<file path="config.mk">
export PLATFORM = sky130hd
export DESIGN_NAME = med_uart_tx
export DESIGN_NICKNAME = d
export VERILOG_FILES = /design/src/rtl/med_filt_pkg.sv /design/src/rtl/med_uart_tx_baud_tick_gen.sv /design/src/rtl/med_uart_tx.sv
export SDC_FILE = /design/constraint.sdc
export NUM_CORES = 1
export LEC_CHECK = 0
export CORE_MARGIN = 2
export CORE_UTILIZATION = 25
export CTS_CLUSTER_DIAMETER = 200
export DETAILED_ROUTE_END_ITERATION = 8
export GPL_TIMING_DRIVEN = 0
export PLACE_DENSITY = 0.55
export REMOVE_ABC_BUFFERS = 1
export SLEW_MARGIN = 20
export SYNTH_ARGS = -nofsm -noshare
export SYNTH_HDL_FRONTEND = slang
export SYNTH_SLANG_ARGS = --single-unit
</file>
<file path="constraint.sdc">
create_clock -name clk -period 2.25 [get_ports clk]
set_input_delay 0.3375 -clock clk [delete_from_list [all_inputs] [get_ports clk]]
set_output_delay 0.3375 -clock clk [all_outputs]
set_load 0.005 [all_outputs]
</file>
<file path="src/rtl/med_filt_pkg.sv">
// Shared definitions for the median-filter result path: the UART transmitter
// FSM encoding, UART frame constants and default run sizing.
package med_filt_pkg;

    typedef enum logic [2:0] {
        S_IDLE,
        S_FETCH,
        S_LATCH,
        S_START_BIT,
        S_DATA_BITS,
        S_STOP_BIT,
        S_DONE
    } state_t;

    localparam int   DATA_BITS  = 8;
    localparam int   STOP_BITS  = 1;
    localparam logic IDLE_LEVEL = 1'b1;

    localparam int DEF_CLKS_PER_BIT = 868;
    localparam int DEF_NUM_SAMPLES  = 100;

endpackage

</file>
<file path="src/rtl/med_uart_tx_baud_tick_gen.sv">
// Baud-rate tick generator: counts 0..CLKS_PER_BIT-1 and pulses tick on the
// terminal count. Ports: clk, rst (sync, active high), clr (sync clear), tick.
module baud_tick_gen
    import med_filt_pkg::*;
#(
    parameter int CLKS_PER_BIT = DEF_CLKS_PER_BIT
) (
    input  logic clk,
    input  logic rst,
    input  logic clr,
    output logic tick
);

    localparam int CW = (CLKS_PER_BIT > 1) ? $clog2(CLKS_PER_BIT) : 1;
    localparam logic [CW-1:0] TERM = CW'(CLKS_PER_BIT - 1);

    logic [CW-1:0] cnt;

    assign tick = (cnt == TERM);

    always_ff @(posedge clk) begin
        if (rst || clr) begin
            cnt <= '0;
        end else if (tick) begin
            cnt <= '0;
        end else begin
            cnt <= cnt + 1'b1;
        end
    end

endmodule

</file>
<file path="src/rtl/med_uart_tx.sv">
// Drains NUM_SAMPLES bytes from the result buffer as 8N1 UART frames.
// Ports: clk, rst, start | rd_en, rd_addr, rd_data | tx, busy, done, byte_count.
module med_uart_tx
    import med_filt_pkg::*;
#(
    parameter int CLKS_PER_BIT = DEF_CLKS_PER_BIT,
    parameter int NUM_SAMPLES  = DEF_NUM_SAMPLES,
    parameter int BASE_ADDR    = 1,
    parameter int ADDR_W       = 8
) (
    input  logic              clk,
    input  logic              rst,
    input  logic              start,
    output logic              rd_en,
    output logic [ADDR_W-1:0] rd_addr,
    input  logic [7:0]        rd_data,
    output logic              tx,
    output logic              busy,
    output logic              done,
    output logic [ADDR_W-1:0] byte_count
);

    localparam logic [ADDR_W-1:0] BASE = ADDR_W'(BASE_ADDR);
    localparam logic [ADDR_W-1:0] LAST = ADDR_W'(NUM_SAMPLES);
    localparam logic [2:0] LAST_DBIT = 3'(DATA_BITS - 1);
    localparam logic [2:0] LAST_SBIT = 3'(STOP_BITS - 1);

    state_t            state;
    logic [7:0]        shreg;
    logic [2:0]        bit_idx;
    logic              tick;
    logic              baud_clr;
    logic [ADDR_W-1:0] cnt_nxt;

    // Restart the bit timer so the start bit gets a full period.
    assign baud_clr = (state == S_LATCH);
    assign cnt_nxt  = byte_count + 1'b1;

    baud_tick_gen #(
        .CLKS_PER_BIT(CLKS_PER_BIT)
    ) u_baud (
        .clk (clk),
        .rst (rst),
        .clr (baud_clr),
        .tick(tick)
    );

    always_ff @(posedge clk) begin
        if (rst) begin
            state      <= S_IDLE;
            tx         <= IDLE_LEVEL;
            busy       <= 1'b0;
            done       <= 1'b0;
            rd_en      <= 1'b0;
            rd_addr    <= BASE;
            byte_count <= '0;
            shreg      <= '0;
            bit_idx    <= '0;
        end else begin
            rd_en <= 1'b0;
            done  <= 1'b0;
            case (state)
                S_IDLE: begin
                    tx <= IDLE_LEVEL;
                    if (start) begin
                        rd_addr    <= BASE;
                        byte_count <= '0;
                        busy       <= 1'b1;
                        rd_en      <= 1'b1;
                        state      <= S_FETCH;
                    end
                end
                S_FETCH: begin
                    state <= S_LATCH;
                end
                S_LATCH: begin
                    shreg <= rd_data;
                    tx    <= 1'b0;
                    state <= S_START_BIT;
                end
                S_START_BIT: begin
                    if (tick) begin
                        tx      <= shreg[0];
                        shreg   <= shreg >> 1;
                        bit_idx <= '0;
                        state   <= S_DATA_BITS;
                    end
                end
                S_DATA_BITS: begin
                    if (tick) begin
                        if (bit_idx == LAST_DBIT) begin
                            tx      <= IDLE_LEVEL;
                            bit_idx <= '0;
                            state   <= S_STOP_BIT;
                        end else begin
                            tx      <= shreg[0];
                            shreg   <= shreg >> 1;
                            bit_idx <= bit_idx + 1'b1;
                        end
                    end
                end
                S_STOP_BIT: begin
                    if (tick) begin
                        if (bit_idx == LAST_SBIT) begin
                            byte_count <= cnt_nxt;
                            if (cnt_nxt == LAST) begin
                                busy  <= 1'b0;
                                done  <= 1'b1;
                                state <= S_DONE;
                            end else begin
                                rd_addr <= rd_addr + 1'b1;
                                rd_en   <= 1'b1;
                                state   <= S_FETCH;
                            end
                        end else begin
                            bit_idx <= bit_idx + 1'b1;
                        end
                    end
                end
                S_DONE: begin
                    state <= S_IDLE;
                end
                default: begin
                    state <= S_IDLE;
                end
            endcase
        end
    end

endmodule

</file>
==> results.md, run 1 <==
- The congestion estimate from routability-driven global placement came to 0.739.
- Measured along the y axis, the die boundary spans 102 um.
- The number of setup violations in the final report is 0.
- The max-slew violation total from the final report was 0.
- The worst reg-to-reg setup slack is 0.11 ns.
- In this run the number of H-tree levels came out at 2.
- Derived from the worst setup path, the maximum achievable clock frequency is 0.467 GHz.
- The largest total area in the synthesized netlist belongs to sky130_fd_sc_hd__dfxtp_1.
- The floorplan step set the die width to 102 um.
- Max-cap violations in this run came to 0.
- Summing all non-filler instances in the final layout gives an area of 0.00301 mm^2.
- Walking the worst path, the cells encountered are or4_4 > or3_4 > or4_1 > a21oi_1.
- After detailed routing, the number of remaining DRC violations is 0.
- The clock root buffer master is sky130_fd_sc_hd__clkbuf_8.
- The origin of the worst min-delay path is shreg[7]$_SDFFE_PP0P_.
- The quantity of I/O buffers inserted on ports is 30.
- Of the cells placed in the final design, the portion with a size suffix greater than 1 is 10.2%.
- Of all flip-flops after synthesis, the portion carrying an async set or reset was 0%.
- The part of the cycle the worst path needs is 95.1%.
- The average instance area after synthesis is 8.43 um^2.
- STA classifies the critical path endpoint as a flip-flop.
- TritonCTS built the clock tree.
- For the worst setup path, the data required time is 2.47 ns.
- The run finished with clean final reports.
- No sink is reached through more buffers than the 2 on the longest clock path.
- The final standard cell utilization of the core is 32.4%.
- The slowest stage of the critical path belongs to the cell sky130_fd_sc_hd__or4_4.
- The number of I/O pins is 31.
- Summed over all layers, the global routing overflow is 0.
- Global routing consumed, over all layers together, 11.7% of the routing resources.
- Counting both buffers and inverters, the worst setup path holds a total of 0.
- In this design, the stage delay of the slowest critical-path cell is 0.61 ns.
- The arrival time of data at the critical path endpoint is 2.36 ns.
- The worst clock skew is 0.00665 ns.
- For hold timing, the worst endpoint is shreg[7]$_SDFFE_PP0P_.
- For the final routed database, the setup TNS stands at 0 ns.
- For this design the static power due to leakage is 0.995 nW.
- The instance count along the most critical hold path is 2.
- At the later pin of the worst-skew pair, clock insertion delay measures 0.30 ns.
- The number of cells on the worst reg-to-reg path is 4.
- The final hold violation count is 0.
- The multi-input combinational cells in the finished layout cover a total of 0.00150 mm^2.
- The warning count from the yosys run is 0.
- The first global-routing pass estimated 9850 um of wire.
- STA classifies the critical path startpoint as a flip-flop.
- The tightest min-delay check is of the flip-flop to flip-flop type.
- Along the worst path, the maximum fanout reaches 12.
- At the pin with the least slew margin, the transition time is 0.868 ns.
- The clock sink total is 44.
- The number of antenna cells inserted is 0.
- In this run, CTS created clock tree buffers numbering 5.
- Clock-pin slew was measured on the worst setup and hold paths at 0.08 ns.
- The worst ir drop on vdd is 0.258 mV.
- In this run the standard cell core region covers 0.00928 mm^2.
- The kind of critical path is flip-flop to flip-flop.
- The number of global-route vias before repair is 2021.
- The first-pass detailed-route iteration total is 4.
- The final layout net count is 331.
- The distinct cell type count after synthesis is 55.
- Summing over every cut layer, the via total after detailed routing is 2217.
- The iteration-0 DRC count of the detailed router is 143.
- The total routed wirelength is 5920 um.
- Compared with the post-synthesis result, the final layout area differs by 24.6%.
- The share of synthesized area in the top cell type comes to 36.5%.
- The per-cell via count in the routed design is 5.00.
- The launching point of the worst reg2reg path is u_baud.cnt[3]$_SDFF_PP0_.
- After filler insertion, the fill cell instance count of the layout stands at 1005.
- Setup repair after global routing left no endpoint under its margin.
- In the synthesized netlist, the number of instances is 286.
- The cell area that synthesis handed to floorplanning was 0.00241 mm^2.
- The area of placed instances is 0.00283 mm^2.
- In this design, the largest share of critical-path delay is due to simple AND/OR/NAND/NOR gates.
- The number of antenna violations at the first check in global routing came to 0.
- The floorplan die area is 0.0104 mm^2.
- Headroom to the max-slew limit came out at 41.9%.
- The flip-flop and latch count after synthesis is 44.
- For this design the ratio of total power to cell area is 722 mW/mm^2.
- The flip-flop and latch area is 882 um^2.
- The HPWL after detailed placement is 4070 um.
- In this run the remaining antenna-violating nets after routing total 0.
- The most used flip-flop cell after synthesis is sky130_fd_sc_hd__dfxtp_1.
- Yosys attributes the largest share of cell area to sky130_fd_sc_hd__dfxtp_1 (37%), sky130_fd_sc_hd__nor2_1 (4.0%), sky130_fd_sc_hd__a21oi_1 (3.7%), sky130_fd_sc_hd__ha_1 (3.1%), sky130_fd_sc_hd__nand2_1 (3.1%).
- The sequential element share of the synthesized area is 36.5%.
- The pin count of the biggest net entering global routing is 23.
- The quantity of hold-fixing buffers added after cts is 0.
- The average detailed-routed wire length per instance is 13.4 um.
- For this configuration, the core starts out at a cell density of 26.0%.
- The worst register-to-register path ends at bit_idx[0]$_SDFFE_PP0P_.
- The row count is 35.
- The time the worst path needs with I/O delays and setup is 2.14 ns.
- In this run, synthesis inferred 0 flip-flops with an integrated enable.
## logic make-up (layout without fill, tap and decap cells)
group / Yosys count / in the layout / synth area share, %
AND/OR/NAND/NOR: 113 / 113 / 25.9
buffers and inverters: 27 / 55 / 4.67
adder cells (fa/ha/maj): 6 / 6 / 3.11
XOR/XNOR: 9 / 9 / 3.27
multiplexers: 7 / 7 / 2.91
AO/OA/AOI/OAI: 80 / 80 / 23.6
flip-flops: 44 / 44 / 36.5
## cells in the mapped netlist, types with 3 or more instances
library cell                number
sky130_fd_sc_hd__dfxtp_1        44
sky130_fd_sc_hd__nand2_1        20
sky130_fd_sc_hd__or3_1           4
sky130_fd_sc_hd__nor2_1         26
sky130_fd_sc_hd__mux2i_1         7
sky130_fd_sc_hd__nand2b_1        6
sky130_fd_sc_hd__nor3_1          9
sky130_fd_sc_hd__a311oi_1        4
sky130_fd_sc_hd__o41ai_1         7
sky130_fd_sc_hd__clkbuf_1        8
sky130_fd_sc_hd__a21boi_0        3
sky130_fd_sc_hd__a211oi_1        4
sky130_fd_sc_hd__and3_1          5
sky130_fd_sc_hd__nand3_1        14
sky130_fd_sc_hd__buf_2           3
sky130_fd_sc_hd__inv_1          12
sky130_fd_sc_hd__o21ai_0        12
sky130_fd_sc_hd__ha_1            6
sky130_fd_sc_hd__nand3b_1        3
sky130_fd_sc_hd__o32ai_1         3
sky130_fd_sc_hd__a2bb2oi_1       3
sky130_fd_sc_hd__a21oi_1        18
sky130_fd_sc_hd__o211ai_1        4
sky130_fd_sc_hd__nor2b_1         3
sky130_fd_sc_hd__o31ai_1         3
sky130_fd_sc_hd__xnor2_1         7
sky130_fd_sc_hd__o2111ai_1       3
sky130_fd_sc_hd__nor4_1          5
## where the power goes
part / switching, W / leakage, nW / internal (W)
clock: 0.000268 / 0.0410 / 0.000212
sequential: 0.000142 / 0.357 / 0.000877
combinational: 0.000370 / 0.597 / 0.000302
## cells in the final DEF (no fill, tap or decap), types with 3 or more instances in the layout
master | Yosys | final
sky130_fd_sc_hd__a211oi_1 | 4 | 4
sky130_fd_sc_hd__a21boi_0 | 3 | 3
sky130_fd_sc_hd__a21oi_1 | 18 | 17
sky130_fd_sc_hd__a2bb2oi_1 | 3 | 3
sky130_fd_sc_hd__a311oi_1 | 4 | 4
sky130_fd_sc_hd__and3_1 | 5 | 5
sky130_fd_sc_hd__buf_4 | 2 | 3
sky130_fd_sc_hd__clkbuf_8 | 0 | 5
sky130_fd_sc_hd__clkdlybuf4s50_1 | 0 | 30
sky130_fd_sc_hd__dfxtp_1 | 44 | 43
sky130_fd_sc_hd__ha_1 | 6 | 6
sky130_fd_sc_hd__inv_1 | 12 | 12
sky130_fd_sc_hd__mux2i_1 | 7 | 7
sky130_fd_sc_hd__nand2_1 | 20 | 20
sky130_fd_sc_hd__nand2b_1 | 6 | 6
sky130_fd_sc_hd__nand3_1 | 14 | 14
sky130_fd_sc_hd__nand3b_1 | 3 | 3
sky130_fd_sc_hd__nor2_1 | 26 | 24
sky130_fd_sc_hd__nor3_1 | 9 | 7
sky130_fd_sc_hd__nor4_1 | 5 | 5
sky130_fd_sc_hd__nor4_4 | 1 | 3
sky130_fd_sc_hd__o2111ai_1 | 3 | 3
sky130_fd_sc_hd__o211ai_1 | 4 | 4
sky130_fd_sc_hd__o21ai_0 | 12 | 12
sky130_fd_sc_hd__o31ai_1 | 3 | 3
sky130_fd_sc_hd__o32ai_1 | 3 | 3
sky130_fd_sc_hd__o41ai_1 | 7 | 7
sky130_fd_sc_hd__xnor2_1 | 7 | 7
## state kept, by name, indices dropped and copies added (netlist names)
signal / flops
bit_idx: 3
busy: 1
byte_count: 8
done: 1
rd_addr: 8
rd_en: 1
shreg: 8
state: 3
tx: 1
u_baud.cnt: 10
## worst max-delay path by stage
stage | start | slack [ns] | endpoint | depth (start not counted)
3_5_place_dp | rst | -0.51 | rd_addr[1]$_SDFFE_PP0P_ | 4
2_1_floorplan | bit_idx[0]$_SDFFE_PP0P_ | -0.19 | byte_count[6]$_SDFFE_PP0P_ | 6
3_3_place_gp | bit_idx[0]$_SDFFE_PP0P_ | -0.85 | byte_count[6]$_SDFFE_PP0P_ | 6
4_1_cts | u_baud.cnt[0]$_SDFF_PP0_ | 0.02 | byte_count[3]$_SDFFE_PP0P_ | 5
5_1_grt | u_baud.cnt[0]$_SDFF_PP0_ | 0.01 | bit_idx[0]$_SDFFE_PP0P_ | 5
6_report | u_baud.cnt[3]$_SDFF_PP0_ | 0.11 | bit_idx[0]$_SDFFE_PP0P_ | 4
## per-layer routing
layer / routed length, um / vias to the layer above / track usage (%)
li1: - / 1126 / -
met2: 2660 / 36 / 17.9
met4: 89 / 0 / 4.31
met5: 0 / - / 0
met1: 2960 / 1049 / 16.3
met3: 208 / 6 / 2.26
## what timing repair did
item | in CTS | in global routing
resized for setup | 6 | 10
setup endpoints to repair | 27 | 35
gates cloned | 0 | 1
hold endpoints to repair | 0 | 0
pin swaps | 2 | 2
buffers inserted | 2 | 1
## worst min-delay path, cell delays in order (launching register included)
cell and delay, ns:
sky130_fd_sc_hd__dfxtp_1 0.31, sky130_fd_sc_hd__nand2_1 0.04, sky130_fd_sc_hd__o21ai_0 0.06
## final cells by class
type | count | area share [%]
clock buffers | 6 | 2.41
clock inverters | 1 | 0.167
inverters | 13 | 1.67
multi-input cells | 215 | 49.8
flip-flops and latches | 44 | 29.4
well taps | 129 | 5.37
repair buffers | 35 | 11.3
## per-stage QoR
stage	hold WS [ns]	setup slack [ns]	power [W]	std cells
3_5_place_dp	0.452	-0.511	0.00165	432
3_3_place_gp	0.443	-0.846	0.00164	431
6_report	0.465	0.109	0.00217	443
4_1_cts	0.472	0.0246	0.00215	441
5_1_grt	0.492	0.0136	0.00232	443
2_1_floorplan	0.407	-0.187	0.00144	272
Note: power is estimated with default switching activity, not from simulation.
==> run 2, diff against run 1 <==
--- a/config.mk
+++ b/config.mk
@@ -5,12 +5,13 @@
 export SDC_FILE = /design/constraint.sdc
 export NUM_CORES = 1
 export LEC_CHECK = 0
+export ABC_CLOCK_PERIOD_IN_PS = 2250
 export CORE_MARGIN = 2
-export CORE_UTILIZATION = 25
+export CORE_UTILIZATION = 50
 export CTS_CLUSTER_DIAMETER = 200
 export DETAILED_ROUTE_END_ITERATION = 8
 export GPL_TIMING_DRIVEN = 0
-export PLACE_DENSITY = 0.55
+export PLACE_DENSITY = 0.87
 export REMOVE_ABC_BUFFERS = 1
 export SLEW_MARGIN = 20
 export SYNTH_ARGS = -nofsm -noshare
==> results.md, run 2 (synthesis results as in run 1) <==
- The run finished with clean final reports.
- The max-slew violation total from the final report came to 0.
- The number of buffers and inverters on the critical path is 0.
- After routing the design area is 0.00290 mm^2.
- The number of setup violations in the final report is 0.
- The area growth from synthesis to final layout is 20.3%.
- The quantity of I/O buffers inserted on ports is 30.
- Broken down by cell family, the worst path's largest delay share belongs to compound AO/OA/AOI/OAI gates.
- The clock tree from TritonCTS is yes.
- From bottom edge to top edge, the die measures 73.4 um.
- Setup total negative slack on the finished layout was measured at 0 ns.
- After detailed routing, the average wire length per cell comes to 14.7 um.
- The number of CTS-inserted buffers is 5.
- On the final layout, the worst clock skew is 0.00722 ns.
- The switching power as a share of total power is 36.0%.
- After the last flow step, the layout net total stands at 329.
- The die outline width is 73.4 um.
- The clock reaches the later pin of the worst-skew pair after 0.30 ns.
- In this run the worst setup path begins at state[2]$_SDFFE_PP0P_.
- The first-pass detailed-route iteration total is 5.
- The launching point of the worst reg2reg path is state[2]$_SDFFE_PP0P_.
- The clock sink total is 44.
- Sequential cells account for 46.8% of the total power.
- The remaining antenna violation count is 0.
- The global-route wire length before repair is 9030 um.
- The remaining design rule violation count is 0.
- The root buffer cell chosen for the clock tree is sky130_fd_sc_hd__clkbuf_8.
- The minimum setup slack in the final design is 0.142 ns.
- The arrival time of data at the critical path endpoint is 2.28 ns.
- The combinational cell fraction of total power is 31.4%.
- The register with the most flip-flops in the final layout is u_baud.cnt.
- The final weighted congestion in routability-driven placement is 0.851.
- The maximum net fanout on the critical path is 16.
- The worst ir drop on vdd is 0.380 mV.
- The clock passes through at most 2 buffers.
- The total routed wirelength is 5390 um.
- The post-detailed-placement half-perimeter wirelength is 3630 um.
- Fill cells in the final layout number 393.
- The post-route netlist has 9.29% of its cells at a drive strength greater than 1.
- Across all hold checks on the routed design, the worst slack comes to 0.473 ns.
- STA classifies the critical path startpoint as a flip-flop.
- The worst path needs 2.11 ns of the cycle, external delays included.
- The final hold violation count is 0.
- The worst reg-to-reg setup slack is 0.14 ns.
- The kind of end point of the critical path is a flip-flop.
- Summed over all layers, the global routing overflow is 0.
- The commonest non-fill, non-tap cell in the layout is sky130_fd_sc_hd__dfxtp_1.
- The setup slack after placement is -0.359 ns.
- Buffers inserted to repair hold after CTS numbered 0.
- The pin count of the biggest net entering global routing is 23.
- For this run, the share of the core covered by cells in the final layout is 61.8%.
- The number of vias in the routed layout is 2265.
- The total power divided by cell area is 750 mW/mm^2.
- The slowest stage of the critical path is the sky130_fd_sc_hd__dfxtp_1 cell.
- The area of placed instances is 0.00274 mm^2.
- In the layout the commonest cells are sky130_fd_sc_hd__dfxtp_1 (43), sky130_fd_sc_hd__clkdlybuf4s50_1 (30), sky130_fd_sc_hd__nor2_1 (24), sky130_fd_sc_hd__nand2_1 (20), sky130_fd_sc_hd__a21oi_1 (17).
- The area of the core is 0.00469 mm^2.
- The per-cell via count in the routed design is 6.19.
- The number of antenna violations at the first check in global routing is 0.
- The number of antenna diodes in the final layout is 0.
- The clock network is responsible for 21.8% of the overall power.
- Clock-pin slew was measured on the worst setup and hold paths at 0.08 ns.
- The starting density of the core is 51.4%.
- Row generation in the floorplan step produced 25 rows.
- The fmax is 0.474 GHz.
- Across the run, the number of max-cap violations was 0.
- The detailed router finished its first iteration with 257 violations.
- The number of I/O pins is 31.
- For the pin with the worst max-slew slack, the measured transition is 0.811 ns.
- The register with the most flip-flops in the layout has 10 of them.
- In this run the tightest slew margin relative to its limit is 45.8%.
- The setup path with the least slack is of type flip-flop to flip-flop.
- In this run the most critical hold path is launched from u_baud.cnt[0]$_SDFF_PP0_.
- The H-tree was split into 2 levels.
- The required time of the critical path is 2.42 ns.
- The number of global-route vias before repair is 2073.
- The class of the tightest hold or removal check is flip-flop to flip-flop.
- The part of the cycle the worst path needs is 93.7%.
- The die covers 0.00539 mm^2.
- The total global-route track usage is 20.9%.
- The critical path goes through nand2_1 > o41a_1 > o31ai_4 > o21ai_0.
- Internal power comes to 0.00139 W.
- The largest incremental delay on the critical path is 0.62 ns.
- For this design the total switching power over the nets is 0.000783 W.
- The static leakage is 0.984 nW.
## run 2: cell types whose count changed in the layout (fill, tap and decap cells not counted), sizes merged
cell  before  now
buf        5    3
## run 2: area by class of cell
class / count / area (um^2) / area share [%]
Inverter: 13 / 50.0 / 1.73
Tap cell: 54 / 67.6 / 2.33
Multi-Input combinational cell: 215 / 1500 / 51.6
Timing Repair Buffer: 33 / 327 / 11.3
Clock inverter: 1 / 5.00 / 0.173
Sequential cell: 44 / 882 / 30.4
Clock buffer: 6 / 72.6 / 2.50
## run 2: path summary, 6_finish.rpt
check | to | depth (start not counted)
min reg2reg | u_baud.cnt[0]$_SDFF_PP0_ | 1
max reg2reg | rd_addr[5]$_SDFFE_PP0P_ | 4
max | rd_addr[5]$_SDFFE_PP0P_ | 4
min | u_baud.cnt[0]$_SDFF_PP0_ | 1
## run 2: per-layer routing
layer | wire, um | vias up | global-route usage, %
met4 | 108 | 0 | 8.89
met2 | 2520 | 58 | 32.2
li1 | - | 1127 | -
met5 | 0 | - | 0
met1 | 2520 | 1068 | 27.5
met3 | 229 | 12 | 5.35
## run 2: worst register-to-register path: stages (launching register included)
cell	delay, ns
sky130_fd_sc_hd__dfxtp_1	0.62
sky130_fd_sc_hd__nand2_1	0.29
sky130_fd_sc_hd__o41a_1	0.51
sky130_fd_sc_hd__o31ai_4	0.44
sky130_fd_sc_hd__o21ai_0	0.13
## run 2: power by group through the flow
stage          clock network, W  registers [W]  logic [W]
5_1_grt                0.000523        0.00104   0.000750
2_1_floorplan                 0       0.000992   0.000447
4_1_cts                0.000482        0.00101   0.000622
3_3_place_gp                  0        0.00102   0.000597
3_5_place_dp                  0        0.00102   0.000614
6_report               0.000474        0.00102   0.000683
## run 2: through the flow
stage / cells / power (W)
finish: 366 / 0.00218
global route: 366 / 0.00231
CTS: 366 / 0.00211
detailed placement: 357 / 0.00164
global placement: 356 / 0.00162
floorplan: 272 / 0.00144
## run 2: timing repair
| action | in CTS | in global routing |
|---|---|---|
| buffers inserted | 2 | 0 |
| setup endpoints to repair | 23 | 35 |
| gates resized for setup | 4 | 12 |
| pin swaps | 2 | 1 |
==> run 3, diff against run 2 <==
--- a/config.mk
+++ b/config.mk
@@ -6,7 +6,7 @@
 export NUM_CORES = 1
 export LEC_CHECK = 0
 export ABC_CLOCK_PERIOD_IN_PS = 2250
-export CORE_MARGIN = 2
+export CORE_MARGIN = 5
 export CORE_UTILIZATION = 50
 export CTS_CLUSTER_DIAMETER = 200
 export DETAILED_ROUTE_END_ITERATION = 8
==> results.md, run 3 (synthesis results as in run 1) <==
- 31 I/O pins were placed.
- The class of the tightest hold or removal check is flip-flop to flip-flop.
- Setup total negative slack on the finished layout was measured at 0 ns.
- The critical path goes through ha_1 > nand4bb_1 > o41a_1 > o31ai_4 > a2bb2oi_1.
- The max-cap violation count is 0.
- The max-slew violation total from the final report is 0.
- The final route contains 2254 vias.
- The register with the most flip-flops in the layout has 10 of them.
- The row count is 25.
- The final hold violation count is 0.
- Clock-pin slew was measured on the worst setup and hold paths at 0.09 ns.
- Dividing total power by cell area gives a power density of 785 mW/mm^2.
- Combinational cells account for 29.3% of the total power.
- The global-route wire length before repair is 9890 um.
- Entering global routing, the biggest net connects 23 pins.
- The maximum net fanout on the critical path is 7.
- Data on the critical path is required at its endpoint by 2.48 ns.
- The filler cell count is 402.
- The largest incremental delay on the critical path is 0.54 ns.
- The clock reaches the later pin of the worst-skew pair after 0.30 ns.
- The total overflow left after global routing is 0.
- Leaving out fill and tap cells, the most frequent cell in the layout is sky130_fd_sc_hd__dfxtp_1.
- The time the worst path needs with I/O delays and setup is 2.12 ns.
- The number of buffer and inverter instances along the worst setup path is 0.
- In this run the power spent charging and discharging nets is 0.000799 W.
- The quantity of I/O buffers inserted on ports is 30.
- In this run the deepest clock path goes through 2 buffers.
- For this block, the initial DRC count from the detailed router was 243.
- The slowest stage of the critical path belongs to the cell sky130_fd_sc_hd__o41a_1.
- For the pin with the worst max-slew slack, the measured transition is 0.818 ns.
- TritonCTS created 5 clock buffers.
- The average detailed-routed wire length per instance is 15.5 um.
- Between clock sinks in the finished design, the worst skew comes to 0.00458 ns.
- The switching power as a share of total power is 34.7%.
- The final weighted congestion in routability-driven placement is 0.813.
- The flow ran to the end, and the final reports show no timing, DRC or antenna violations.
- The sequential group share of total power is 44.2%.
- The kind of end point of the critical path is a flip-flop.
- The number of antenna violations at the first check in global routing is 0.
- The number of antenna cells inserted is 0.
- Compared with the post-synthesis result, the final layout area differs by 21.7%.
- The die outline width is 79.4 um.
- Including well taps, the total number of placed cells is 357.
- The total routed wirelength is 5710 um.
- TritonCTS built the clock tree.
- The final standard cell utilization of the core is 62.5%.
- Headroom to the max-slew limit came out at 45.3%.
- The region available for standard cell placement spans 0.00469 mm^2.
- Timing would allow up to 0.471 GHz.
- The root buffer cell chosen for the clock tree is sky130_fd_sc_hd__clkbuf_8.
- The worst path uses 94.4% of the clock period.
- VDD sags by at most 0.367 mV.
- The internal portion of the total power is 0.00150 W.
- The critical path in this run is classified as flip-flop to flip-flop.
- The top cell types in the final layout, fill and taps aside, are sky130_fd_sc_hd__dfxtp_1 (43), sky130_fd_sc_hd__clkdlybuf4s50_1 (30), sky130_fd_sc_hd__nor2_1 (24), sky130_fd_sc_hd__nand2_1 (20), sky130_fd_sc_hd__a21oi_1 (17).
- The number of global-route vias before repair came to 2211.
- The startpoint kind of the worst setup timing path is a flip-flop.
- The clock sink total is 44.
- The number of standard cells in the layout, taps in and fillers out is 368.
- Summed over all cells, the static leakage comes to 1.00 nW.
- The level count of the clock H-tree is 2.
- The clock network is responsible for 26.5% of the overall power.
- The remaining antenna violation count is 0.
- The final layout net count is 330.
- The total global-route track usage is 19.2%.
- The floorplan die area is 0.00631 mm^2.
- The post-route netlist has 9.87% of its cells at a drive strength greater than 1.
- The vertical die dimension is 79.4 um.
- The post-detailed-placement half-perimeter wirelength is 3890 um.
- Once the floorplan was initialized, standard cells occupied 51.4% of the core.
- The family with the most delay on the worst path is compound AO/OA/AOI/OAI gates.
- The largest register by flop count is u_baud.cnt.
- The remaining design rule violation count is 0.
- The first-pass detailed-route iteration total is 4.
- Setup violations remaining at the end of the flow were counted as 0.
- Data on the critical path arrives at its endpoint at 2.35 ns.
- In the routed layout, each cell is associated on average with a via count of 6.13.
==> run 3: changes by cell type in the layout (fill, tap and decap cells not counted), sizes merged <==
cell / before / now
buf: 3 / 4
clkbuf: 6 / 5
bufinv: 0 / 1
clkinvlp: 0 / 1
==> run 3: metal layers <==
metal  routed length, um  vias up  share of wire (%)  GRT usage [%]
met5                   0        -                  0              0
met4                  80        0                1.4           6.87
met3                 229       10                4.0           3.84
met2                2850       48                 50           32.6
met1                2550     1066                 45           24.2
li1                    -     1130                  -              -
==> run 3: power groups by stage <==
stage	combinational, W	sequential (W)	clock [W]
final	0.000674	0.00102	0.000611
after global routing	0.000735	0.00104	0.000658
after CTS	0.000636	0.00101	0.000618
after detailed placement	0.000627	0.00103	0
after global placement	0.000599	0.00102	0
after floorplan	0.000447	0.000992	0
==> run 3: repair_timing <==
action | CTS | global route
setup buffers | 3 | 0
hold buffers | 0 | 0
setup endpoints to repair | 24 | 34
resized for setup | 5 | 9
pin swaps | 2 | 1
==> run 3: path summary, 6_finish.rpt <==
check | from | endpoint | slack, ns | cells past startpoint
setup / recovery | u_baud.cnt[0]$_SDFF_PP0_ | rd_addr[0]$_SDFFE_PP1P_ | 0.13 | 5
hold / removal | u_baud.cnt[0]$_SDFF_PP0_ | u_baud.cnt[0]$_SDFF_PP0_ | 0.47 | 1
setup reg to reg | u_baud.cnt[0]$_SDFF_PP0_ | rd_addr[0]$_SDFFE_PP1P_ | 0.13 | 5
hold reg to reg | u_baud.cnt[0]$_SDFF_PP0_ | u_baud.cnt[0]$_SDFF_PP0_ | 0.47 | 1
==> run 3: final cells by class <==
cell class	instances	area (um^2)	share of cell area, %
clock inverter	3	42.5	1.45
multi-input combinational	215	1490	50.7
inverter	13	50.0	1.71
tap	54	67.6	2.30
sequential	44	882	30.1
clock buffer	5	68.8	2.35
timing repair buffer	34	334	11.4
==> run 3: per-stage QoR <==
step | power, W | setup slack, ns | hold WS [ns] | instance area [um^2]
CTS | 0.00227 | 0.0249 | 0.471 | 2890
global route | 0.00243 | -0.0147 | 0.495 | 2930
finish | 0.00230 | 0.126 | 0.467 | 2930
floorplan | 0.00144 | -0.187 | 0.407 | 2350
detailed placement | 0.00165 | -0.428 | 0.451 | 2740
global placement | 0.00162 | -0.704 | 0.441 | 2720
